### src/rtl/bip_pkg.sv
// Shared widths, opcodes and decoder control encodings for the BIP accumulator processor.
package bip_pkg;

  localparam int PC_W   = 11;
  localparam int DATA_W = 16;
  localparam int OPC_W  = 5;
  localparam int CNT_W  = 32;

  localparam logic [OPC_W-1:0] OPC_HALT = 5'b00000;
  localparam logic [OPC_W-1:0] OPC_STO  = 5'b00001;
  localparam logic [OPC_W-1:0] OPC_LD   = 5'b00010;
  localparam logic [OPC_W-1:0] OPC_LDI  = 5'b00011;
  localparam logic [OPC_W-1:0] OPC_ADD  = 5'b00100;
  localparam logic [OPC_W-1:0] OPC_ADDI = 5'b00101;
  localparam logic [OPC_W-1:0] OPC_SUB  = 5'b00110;
  localparam logic [OPC_W-1:0] OPC_SUBI = 5'b00111;

  typedef enum logic [1:0] {
    SEL_A_RAM  = 2'b00,
    SEL_A_IMM  = 2'b01,
    SEL_A_ALU  = 2'b10,
    SEL_A_NONE = 2'b11
  } selA_e;

  localparam logic SEL_B_RAM = 1'b0;
  localparam logic SEL_B_IMM = 1'b1;
  localparam logic OP_ADD    = 1'b1;
  localparam logic OP_SUB    = 1'b0;

endpackage

### src/rtl/bip_alu.sv
// Combinational add/subtract unit; results wrap modulo 2^DATA_W, no flags.
module bip_alu #(
  parameter int DATA_W = 16
) (
  input  logic [DATA_W-1:0] a,
  input  logic [DATA_W-1:0] b,
  input  logic              op,
  output logic [DATA_W-1:0] result
);

  assign result = op ? (a + b) : (a - b);

endmodule

### src/rtl/bip_datapath.sv
// BIP execution datapath: PC, accumulator, run-cycle counter and memory interface,
// steered by the instruction decoder's control outputs; one instruction per run cycle.
module bip_datapath #(
  parameter int PC_W   = bip_pkg::PC_W,
  parameter int DATA_W = bip_pkg::DATA_W,
  parameter int OPC_W  = bip_pkg::OPC_W,
  parameter int CNT_W  = bip_pkg::CNT_W
) (
  input  logic              clk,
  input  logic              rst_n,
  input  logic              i_enable,
  input  logic [DATA_W-1:0] i_instruction,
  input  logic              i_wr_pc,
  input  logic [1:0]        i_sel_a,
  input  logic              i_sel_b,
  input  logic              i_wr_acc,
  input  logic              i_op,
  input  logic              i_wr_ram,
  input  logic              i_rd_ram,
  input  logic [DATA_W-1:0] i_ram_rdata,
  output logic [OPC_W-1:0]  o_opcode,
  output logic [PC_W-1:0]   o_pc,
  output logic [PC_W-1:0]   o_ram_addr,
  output logic [DATA_W-1:0] o_ram_wdata,
  output logic              o_ram_we,
  output logic              o_ram_re,
  output logic [DATA_W-1:0] o_acc,
  output logic              o_halted,
  output logic [CNT_W-1:0]  o_cycles
);

  import bip_pkg::*;

  logic [PC_W-1:0]   pc;
  logic [DATA_W-1:0] acc;
  logic [DATA_W-1:0] accNext;
  logic [DATA_W-1:0] imm;
  logic [DATA_W-1:0] aluB;
  logic [DATA_W-1:0] aluResult;
  logic [CNT_W-1:0]  cycles;
  logic              halted;
  logic              run;
  selA_e             selA;

  assign run  = i_enable & ~halted;
  assign selA = selA_e'(i_sel_a);

  // The operand field doubles as data address and as a signed immediate.
  assign imm  = {{(DATA_W-PC_W){i_instruction[PC_W-1]}}, i_instruction[PC_W-1:0]};
  assign aluB = (i_sel_b == SEL_B_IMM) ? imm : i_ram_rdata;

  bip_alu #(.DATA_W(DATA_W)) uAlu (
    .a      (acc),
    .b      (aluB),
    .op     (i_op),
    .result (aluResult)
  );

  always_comb begin
    // NOTE: default assigned first so every path drives accNext and no latch is inferred.
    accNext = acc;
    case (selA)
      SEL_A_RAM: accNext = i_ram_rdata;
      SEL_A_IMM: accNext = imm;
      SEL_A_ALU: accNext = aluResult;
      default:   accNext = acc;
    endcase
  end

  always_ff @(posedge clk or negedge rst_n) begin
    if (!rst_n) begin
      pc     <= '0;
      acc    <= '0;
      halted <= 1'b0;
      cycles <= '0;
    end else if (run) begin
      // NOTE: non-blocking so every register samples pre-edge values (STO writes the old ACC).
      if (i_wr_acc) acc <= accNext;
      if (i_wr_pc)  pc  <= pc + PC_W'(1);
      else          halted <= 1'b1;
      if (cycles != '1) cycles <= cycles + CNT_W'(1);
    end
  end

  assign o_opcode    = i_instruction[DATA_W-1 -: OPC_W];
  assign o_ram_addr  = i_instruction[PC_W-1:0];
  assign o_pc        = pc;
  assign o_acc       = acc;
  assign o_ram_wdata = acc;
  assign o_ram_we    = run & i_wr_ram;
  assign o_ram_re    = run & i_rd_ram;
  assign o_halted    = halted;
  assign o_cycles    = cycles;

endmodule

### config.mk
export PLATFORM = sky130hd
export DESIGN_NAME = bip_datapath
export DESIGN_NICKNAME = d
export VERILOG_FILES = /design/src/rtl/bip_pkg.sv /design/src/rtl/bip_alu.sv /design/src/rtl/bip_datapath.sv
export SDC_FILE = /design/constraint.sdc
export NUM_CORES = 1
export LEC_CHECK = 0
export BUFFER_PORTS_ARGS = -buffer_cell sky130_fd_sc_hd__buf_2
export CAP_MARGIN = 40
export CORE_ASPECT_RATIO = 0.5
export CORE_MARGIN = 2
export CORE_UTILIZATION = 52
export DETAILED_ROUTE_END_ITERATION = 8
export GPL_ROUTABILITY_DRIVEN = 0
export PLACE_DENSITY = 0.78
export SETUP_SLACK_MARGIN = 0.1
export SYNTH_ARGS = -nofsm -noshare
export SYNTH_HDL_FRONTEND = slang
export SYNTH_SLANG_ARGS = --single-unit
### constraint.sdc
create_clock -name clk -period 3.1 [get_ports clk]
set_input_delay 0.155 -clock clk [delete_from_list [all_inputs] [get_ports clk]]
set_output_delay 0.155 -clock clk [all_outputs]
set_load 0.02 [all_outputs]
== After elaboration in Yosys (flattened, before gate mapping) ==
Index checks and enable logic that the tools add are counted.

* Input bits: 43
* Word-level logic and storage cells: 25
* Register bits after elaboration: 60

* Muxes and demuxes: 3
* Bitwise gates (word level): 5
* Reduce and logical (&&, ||, !) cells: 6
* $add $sub $neg: 4
* Equality and inequality tests: 3

{| class="wikitable"
|+ Operators with widths
! operator !! number
|-
| 16-bit one-hot mux with 3 select lines || 1
|-
| 32-bit by 1-bit adder with 32-bit output (second input constant) || 1
|-
| 16-bit 2-to-1 mux || 2
|-
| 32-bit inequality test (second input constant) || 1
|-
| 16-bit adder || 1
|-
| 16-bit subtractor || 1
|-
| 11-bit by 1-bit adder with 11-bit output (second input constant) || 1
|-
| 2-bit AND reduction || 3
|-
| 1-bit bitwise AND || 3
|-
| 3-bit AND reduction || 1
|-
| 3-bit nonzero test || 1
|-
| 2-bit by 1-bit equality test with 1-bit output (second input constant) || 1
|-
| 2-bit equality test (second input constant) || 1
|-
| 2-bit zero test || 1
|-
| 1-bit NOT || 2
|}

== Depth between registers and ports, before layout ==
Gate-level depths: netlist (run 1).

* Depth in word-level cells: 4
* Gate-level depth with buffers: 18
* Mapped depth without buffers: 15

== Cells and area by module ==
A second synthesis (run 1) with hierarchy kept.

* Cells, all modules: 505
* Area, all modules: 4460.5 µm²

{| class="wikitable"
|+ Modules (own cells, without submodules)
! module !! area an instance (µm²) !! cells an instance !! seq. area each (µm²) !! times used
|-
| bip_datapath || 3384.5 || 355 || 1501.4 || 1
|-
| bip_alu || 1076.0 || 150 || 0.0 || 1
|}

== Worst setup path before layout (run 1) ==
Ideal clock, no wire load.

* Path type: input -> register
* Start: in i_sel_b
* End: reg acc[14] (netlist: o_acc[14])
* Arrival time: 3.146 ns
* Path slack: -0.177 ns
* Cell stages on the path: 15
* Setup time: 0.130 ns
* Cells stage by stage: buf_2 -> buf_2 -> buf_2 -> mux2i_1 -> ha_1 -> nor2_1 -> a21oi_1 -> fa_1 -> a21o_1 -> a21oi_1 -> o211ai_1 -> a41o_1 -> a311oi_2 -> xor2_1 -> o21ai_0

* Word-level cells in the longest chain between the ends: 4
* Elaborated cells between the ends (all ways): 5

{| class="wikitable"
|+ RTL lines
! what !! RTL line !! text
|-
| start: declaration || bip_datapath.sv:15 || <nowiki>input logic i_sel_b,</nowiki>
|-
| 16-bit 2-to-1 mux * || bip_datapath.sv:50 || <nowiki>assign aluB = (i_sel_b == SEL_B_IMM) ? imm : i_ram_rdata;</nowiki>
|-
| 16-bit subtractor or 16-bit adder (tied branches) || bip_alu.sv:11 || <nowiki>assign result = op ? (a + b) : (a - b);</nowiki>
|-
| 16-bit 2-to-1 mux * || bip_alu.sv:11 ||
|-
| 16-bit one-hot mux with 3 select lines * || bip_datapath.sv:62 || <nowiki>case (selA)</nowiki>
|-
| end signal: assignment || bip_datapath.sv:78 || <nowiki>if (i_wr_acc) acc <= accNext;</nowiki>
|-
| end: declaration || bip_datapath.sv:35 || <nowiki>logic [DATA_W-1:0] acc;</nowiki>
|}

Mark *: on every way between the ends. The rest lies on a longest branch, timed or not.
A chain may end at the register's enable or synchronous reset.

== Worst setup path in the final report (run 1) ==
* Start: in i_sel_b
* End: reg acc[15] (netlist: o_acc[15])

The elaborated chain is that of the path after synthesis.

==> metrics.md, run 1 <==
| Metric | Value |
|---|---|
| Status | `completed` |
| Vias in the first global route | `about 3,700` |
| Post-CTS Setup Repair Bufs | `0` |
| Synthesized net count | `between 500 and 600` |
| First-pass GRT wire length | `18,150 um` |
| Slew @ Worst Pin | `approximately 0.6 ns` |
| Register Area | `1501 sq um` |
| Net Sw Frac | `roughly a third` |
| FF-to-FF setup slack | `approximately 0.56 ns` |
| Critical path cell sequence | `clkbuf_4 -> or4_1 -> a21oi_1 -> and3_1 -> nor2_1 -> mux2_2 -> nand2_1 -> o21ai_0 -> ha_1 -> and3_1 -> o211ai_1 -> and3_1 -> o21ai_1 -> a31oi_1` |
| Die width | `between 100 and 150 um` |
| Iter 0 DRT Violations | `roughly 240` |
| Vias per cell | `roughly 5.6` |
| WHS | `about 0.056 ns` |
| Most frequent CP cell | `and3_1` |
| Clk_skew | `0.005831 ns` |
| Antenna Nets Post-Route | `0` |
| CP max FO | `15` |
| PortBufs | `approximately 130` |
| Most frequent cells in the layout | `buf_2, dfrtp_1, nand2_1, xnor2_1, o21ai_0` |
| Clock power share | `around 36%` |
| Top cell type's share of synthesized area | `between 30% and 40%` |
| IO Count | `137` |
| Wirelength per Cell | `15.47 um` |
| Peak supply drop | `~300 uV` |
| Clk sinks | `60` |
| Pwr Density | `569.9 nW/um^2` |
| Layout Nets | `approximately 660` |
| Final hold violation count | `0` |
| Post-synth EDFFs | `0` |
| Shortest period the worst path allows | `2.851 ns` |
| Clock buffer count from CTS | `9` |
| DRC | `0` |
| Max_slew headroom | `about three fifths` |
| Root buf cell | `clkbuf_16` |
| CP Capture Type | `flip-flop` |
| # diodes | `0` |
| Sequential Power Share | `between 30% and 40%` |
| FF-to-FF path depth | `9` |
| Grt ovf | `0` |
| Worst Hold Class | `in -> reg` |
| Int Pwr | `1.991 mW` |
| Routed WL | `10,970 um` |
| Via count | `roughly 3,900` |
| Synth warn | `0` |
| Clock-pin slew on the worst setup and hold paths | `around 0.05 ns` |
| Fillers | `~690` |
| Layout area overhead | `22.07%` |
| Netlist Area Pre-Place | `~4400 sq um` |
| Setup crit start kind | `input pin` |
| Worst-skew pair later-pin latency | `0.33 ns` |
| Comb pwr share | `33.6%` |
| CTS tree | `done` |
| Area contributors post-synth | `dfrtp_1, xnor2_1, ha_1, buf_4, xor2_1` |
| Area leader, netlist | `dfrtp_1` |
| Worst Path Arrival | `a little over 3 ns` |
| Final Max Slew Viols | `0` |
| Largest net degree at the start of global routing | `37` |
| Clock Tree Buf Depth | `2` |
| Crit Path Class | `in -> reg` |
| Hold endpoint | `o_halted` |
| Leak Pwr | `between 2 and 3 nW` |
| HP Start | `i_enable` |
| FMAX | `around 350 MHz` |
| Core area | `8115 sq um` |
| Syn_area_per_cell | `between 9 and 10 sq um` |
| First-pass detailed-route iteration total | `4` |
| Rows | `23` |
| Main synth FF type | `dfrtp_1` |
| Multi-input gate area | `around 2600 sq um` |
| Slowest cell on crit path | `or4_1` |
| Final setup viols | `0` |
| Net Sw Power | `approximately 1.1 mW` |
| CP required | `3.30 ns` |
| Initial antenna violation count | `0` |
| Asr flop ratio synth | `100.0%` |
| Area post-placement | `5034 sq um` |
| Die height | `69.08 um` |
| CP max stage delay | `approximately 0.57 ns` |
| Design Area, Final | `5376 sq um` |
| Yosys reg bits | `60` |
| Most common cell after layout, fill and taps aside | `buf_2` |
| Max Cap Viol | `0` |
| Die area | `9266 sq um` |
| H-tree Lvls | `3` |
| RSZ-0062 raised after global routing | `false` |
| Hold depth | `2` |
| Count of cell types in the netlist | `58` |
| R2r startpoint | `o_acc[0]` |
| DP Wirelength | `8386 um` |
| Sequential area share after synthesis | `34.09%` |
| Crit Reg-Reg Endpoint | `o_acc[14]` |
| Share of layout cells above drive strength 1 | `between 30% and 40%` |
| Total GRT Usage | `between 20% and 30%` |
| Synth Instances | `approximately 480` |
| Initial Utilization | `between 50% and 60%` |
| Final period utilization | `91.98%` |
critical path: cells and delay by family:
family                     cells  cell delay (ns)
AOI/OAI and AO/OA              5             0.70
buffers and inverters          1             0.20
and+or+nand+nor                6             1.33
adders and majority gates      1             0.38
muxes                          1             0.27
logic make-up (layout without fill, tap and decap cells):
logic type               count (synthesis)  after routing  synth area share (%)
multiplexers                            13             13                 3.068
XOR/XNOR                                69             69                 13.72
adder cells (fa/ha/maj)                 24             24                 6.989
flip-flops                              60             60                 34.09
buffers and inverters                   54            169                 7.415
AND/OR/NAND/NOR                        155            155                 18.92
AO/OA/AOI/OAI                          107            107                 15.80
timing repair:
item,4_1_cts,5_1_grt
hold endpoints to repair,9,0
setup endpoints to repair,0,2
hold buffers,1,0
resized for setup,0,3
metrics by stage:
stage | power [mW] | setup TNS [ns] | worst slack (ns) | util, % | std cells
5_1_grt | 3.228 | 0 | 0.1098 | 66.25 | 709
2_1_floorplan | 1.711 | 0 | 0.1085 | - | 482
3_5_place_dp | 1.973 | -0.1022 | -0.08169 | 62.03 | 692
4_1_cts | 3.078 | 0 | 0.2521 | 66.14 | 709
3_3_place_gp | 1.956 | 0 | 0.01743 | 61.78 | 691
6_report | 3.064 | 0 | 0.2487 | 66.25 | 709
metal layers:
layer,wire length (um),up-vias,track usage [%]
li1,-,1898,-
met1,4961,1905,32.37
met2,5190,125,39.77
met3,655,17,4.857
met4,162,0,8.187
met5,0,-,0
power by group through the flow:
stage	Combinational [mW]	Clock, mW	Sequential [mW]
6_report	1.03	1.09	0.945
5_1_grt	1.13	1.14	0.959
4_1_cts	1.02	1.11	0.947
3_5_place_dp	1.01	0	0.960
3_3_place_gp	0.998	0	0.957
2_1_floorplan	0.676	0	1.04
flip-flops by register name, summed over array words and instances, names as in the netlist:
name	flops
o_acc	16
o_cycles	32
o_halted	1
o_pc	11
worst max path at each step:
stage                       start         to  depth (start not counted)
final                     i_sel_b  o_acc[15]                         14
after global routing      i_sel_b  o_acc[15]                         16
after CTS                 i_sel_b  o_acc[15]                         16
after detailed placement  i_sel_b  o_acc[15]                         16
after global placement    i_sel_b  o_acc[14]                         13
after floorplan           i_sel_b  o_acc[15]                         18
synth_stat cells (2+ instances only):
cell type,number
and2_1,7
o21bai_1,3
o21a_1,5
ha_1,23
o211ai_1,2
a31oi_1,3
buf_4,32
o31ai_1,2
o21ai_0,30
nor3_4,2
nor3b_1,5
xnor2_1,43
a21oi_1,26
nand3_1,13
xor2_1,26
nand4_1,7
nor2b_1,4
a22oi_1,4
buf_2,3
inv_1,11
nor3_1,12
clkbuf_1,8
a221oi_1,4
and4_1,3
dfrtp_1,60
nand2_1,45
mux2_2,4
a221o_1,5
nor2_1,27
and3_1,7
mux2i_1,9
a211o_1,2
or4_1,3
nor2_2,3
nand2b_1,7
a21o_1,9
o221ai_1,2
layout make-up:
cell class                 instances  area share (%)
clock buffer                       9           4.189
clock inverter                     7           1.838
sequential                        60           27.93
timing repair buffer             142           14.29
tap                              112           2.606
multi-input combinational        368           48.38
inverter                          11          0.7680
(Power assumes the default switching activity.)
==> run 2: changes to the inputs <==
--- a/config.mk
+++ b/config.mk
@@ -7,12 +7,14 @@
 export LEC_CHECK = 0
 export BUFFER_PORTS_ARGS = -buffer_cell sky130_fd_sc_hd__buf_2
 export CAP_MARGIN = 40
-export CORE_ASPECT_RATIO = 0.5
+export CORE_ASPECT_RATIO = 1.5
 export CORE_MARGIN = 2
-export CORE_UTILIZATION = 52
+export CORE_UTILIZATION = 54
+export CTS_BUF_LIST = sky130_fd_sc_hd__clkbuf_8
 export DETAILED_ROUTE_END_ITERATION = 8
 export GPL_ROUTABILITY_DRIVEN = 0
-export PLACE_DENSITY = 0.78
+export GPL_TIMING_DRIVEN = 0
+export PLACE_DENSITY = 0.81
 export SETUP_SLACK_MARGIN = 0.1
 export SYNTH_ARGS = -nofsm -noshare
 export SYNTH_HDL_FRONTEND = slang
==> run 2 against run 1 <==
Global-route usage increased by 1.3 points. Clock power decreased by 39%. Flip-flop and latch count is the same. Combinational power grew 9.7%. Highest routed layer unchanged. Critical path depth increased by 5. Critical path type unchanged. Largest power group is now combinational logic. Via count rose by 5.0%.
==> metrics.md, run 2 (synthesis gave the netlist of run 1 again) <==
| Metric | Value |
|---|---|
| Status | `completed (unchanged)` |
| Setup crit start kind | `input pin (unchanged)` |
| Slew @ Worst Pin | `0.8202 ns (was 0.5998 ns)` |
| Root buf cell | `clkbuf_8 (was clkbuf_16)` |
| DRC | `0 (unchanged)` |
| Crit Path Class | `in -> reg (unchanged)` |
| Wirelength per Cell | `15.57 um (was 15.47 um)` |
| Most common cell after layout, fill and taps aside | `buf_2 (unchanged)` |
| Final Max Slew Viols | `0 (unchanged)` |
| Shortest period the worst path allows | `2.904 ns (was 2.851 ns)` |
| FMAX | `344.4 MHz (was 350.7 MHz)` |
| Die width | `77.74 um (was 134.2 um)` |
| # diodes | `0 (unchanged)` |
| Worst Path Arrival | `3.15 ns (was 3.05 ns)` |
| First-pass GRT wire length | `18,220 um (was 18,150 um)` |
| Clock Tree Buf Depth | `2 (unchanged)` |
| Leak Pwr | `2.891 nW (was 2.737 nW)` |
| Share of layout cells above drive strength 1 | `34.38% (was 30.15%)` |
| First-pass detailed-route iteration total | `4 (unchanged)` |
| RSZ-0062 raised after global routing | `true (was false)` |
| Initial Utilization | `55.35% (was 54.27%)` |
| Clock power share | `24.2% (was 35.6%)` |
| Most frequent cells in the layout | `buf_2, dfrtp_1, nand2_1, xnor2_1, buf_4 (was buf_2, dfrtp_1, nand2_1, xnor2_1, o21ai_0)` |
| Core area | `7958 sq um (was 8115 sq um)` |
| Antenna Nets Post-Route | `0 (unchanged)` |
| Clk sinks | `60 (unchanged)` |
| Final setup viols | `0 (unchanged)` |
| Met2 WL | `6267 um (was 5190 um)` |
| Rows | `40 (was 23)` |
| Fillers | `625 (was 689)` |
| Layout area overhead | `27.33% (was 22.07%)` |
| Design Area, Final | `5608 sq um (was 5376 sq um)` |
| Total GRT Usage | `25.64% (was 24.29%)` |
| DP Wirelength | `8973 um (was 8386 um)` |
| Largest net degree at the start of global routing | `34 (was 37)` |
| Top sig layer | `met4 (unchanged)` |
| Area post-placement | `5253 sq um (was 5034 sq um)` |
| Iter 0 DRT Violations | `129 (was 241)` |
| Int Pwr | `1.717 mW (was 1.991 mW)` |
| H-tree Lvls | `3 (unchanged)` |
| Multi-input gate area | `2660 sq um (was 2601 sq um)` |
| WHS | `0.06320 ns (was 0.05575 ns)` |
| Sequential Power Share | `34.5% (was 30.8%)` |
| Final TNS setup | `0 ns (unchanged)` |
| CTS tree | `done (unchanged)` |
| IO Count | `137 (unchanged)` |
| Via count | `4,141 (was 3,945)` |
| CP required | `3.35 ns (was 3.30 ns)` |
| Pwr Density | `490.0 nW/um^2 (was 569.9 nW/um^2)` |
| DP Worst Slack | `-0.6188 ns (was -0.08169 ns)` |
| Comb pwr share | `41.3% (was 33.6%)` |
| Final hold violation count | `0 (unchanged)` |
| Met1 Wirelength | `4440 um (was 4961 um)` |
| Worst Hold Class | `in -> reg (unchanged)` |
| Layout Nets | `702 (was 659)` |
| Max Cap Viol | `0 (unchanged)` |
| Die area | `8909 sq um (was 9266 sq um)` |
| Net Sw Power | `1.030 mW (was 1.073 mW)` |
| Worst-skew pair later-pin latency | `0.33 ns (about the same)` |
| Clock-pin slew on the worst setup and hold paths | `0.07 ns (was 0.05 ns)` |
| Met3 wire length | `566 um (was 655 um)` |
| Net Sw Frac | `37.50% (was 35.03%)` |
| Die height | `114.6 um (was 69.08 um)` |
| Max reg flops | `32 (unchanged)` |
| Final period utilization | `93.67% (was 91.98%)` |
| PortBufs | `131 (was 126)` |
| Grt ovf | `0 (unchanged)` |
| Clock buffer count from CTS | `9 (unchanged)` |
| Initial antenna violation count | `0 (unchanged)` |
| Peak supply drop | `243.9 uV (was 300.3 uV)` |
| Vias per cell | `5.558 (was 5.564)` |
| Vias in the first global route | `3,887 (was 3,714)` |
| CP Capture Type | `flip-flop (unchanged)` |
| Routed WL | `11,600 um (was 10,970 um)` |
| Max_slew headroom | `45.20% (was 60.01%)` |
| Register Area | `1501 sq um (unchanged)` |
| Clk_skew | `0.007299 ns (was 0.005831 ns)` |
| CP max FO | `5 (was 15)` |
| Worst setup margin | `0.1962 ns (was 0.2487 ns)` |
[run 2: power by group through the flow]
stage / registers (mW) / logic [mW] / clock network (mW)
after floorplan: 1.04 / 0.676 / 0
after global placement: 0.957 / 1.04 / 0
after detailed placement: 0.963 / 1.07 / 0
after CTS: 0.948 / 1.11 / 0.681
after global routing: 0.957 / 1.24 / 0.712
final: 0.948 / 1.13 / 0.666
[run 2: final cells by class]
cell class	count	share of cell area, %
multi-input combinational	368	47.43
timing repair buffer	142	13.70
sequential	60	26.77
clock buffer	9	2.209
clock inverter	7	1.071
tap	105	2.343
inverter	11	0.7363
buffer	43	5.734
[run 2: what timing repair did]
item,in CTS,in global routing
resized for setup,9,12
endpoints found under the hold margin,32,0
pin swaps,7,11
hold buffers,1,0
endpoints found under the setup margin,6,6
buffers inserted,6,3
[run 2: path summary, 6_finish.rpt]
check	startpoint	to	slack (ns)	cells after the start
worst min-delay path	i_enable	o_halted	0.06	2
max in group asynchronous	rst_n	o_cycles[21]	2.06	3
worst max register to register	o_acc[0]	o_acc[14]	0.53	9
min in group asynchronous	rst_n	o_cycles[26]	0.42	2
worst min register to register	o_cycles[20]	o_cycles[20]	0.48	1
worst max-delay path	i_sel_b	o_acc[15]	0.20	19
[run 2: critical path: stages]
cell	delay, ns
buf_12	0.11
buf_8	0.12
buf_12	0.12
buf_8	0.11
mux2i_4	0.20
ha_4	0.20
o221ai_4	0.11
nor2_4	0.17
nand2_2	0.08
o21bai_1	0.19
xor2_1	0.16
mux2i_1	0.11
ha_1	0.36
a21o_1	0.19
a21o_1	0.17
a21oi_2	0.14
and3_1	0.16
o21ai_1	0.07
a31oi_1	0.21
[run 2: per-layer routing]
layer | vias to the layer above | track usage, %
met5 | - | 0
met4 | 0 | 13.21
met3 | 25 | 3.233
met2 | 162 | 47.59
met1 | 1960 | 28.17
li1 | 1994 | -
[run 2: through the flow]
step | instances | util [%] | power (mW)
after floorplan | 482 | - | 1.711
after CTS | 742 | 69.42 | 2.743
after global routing | 745 | 70.47 | 2.905
after detailed placement | 719 | 66.01 | 2.033
final | 745 | 70.47 | 2.748
after global placement | 718 | 65.75 | 1.994
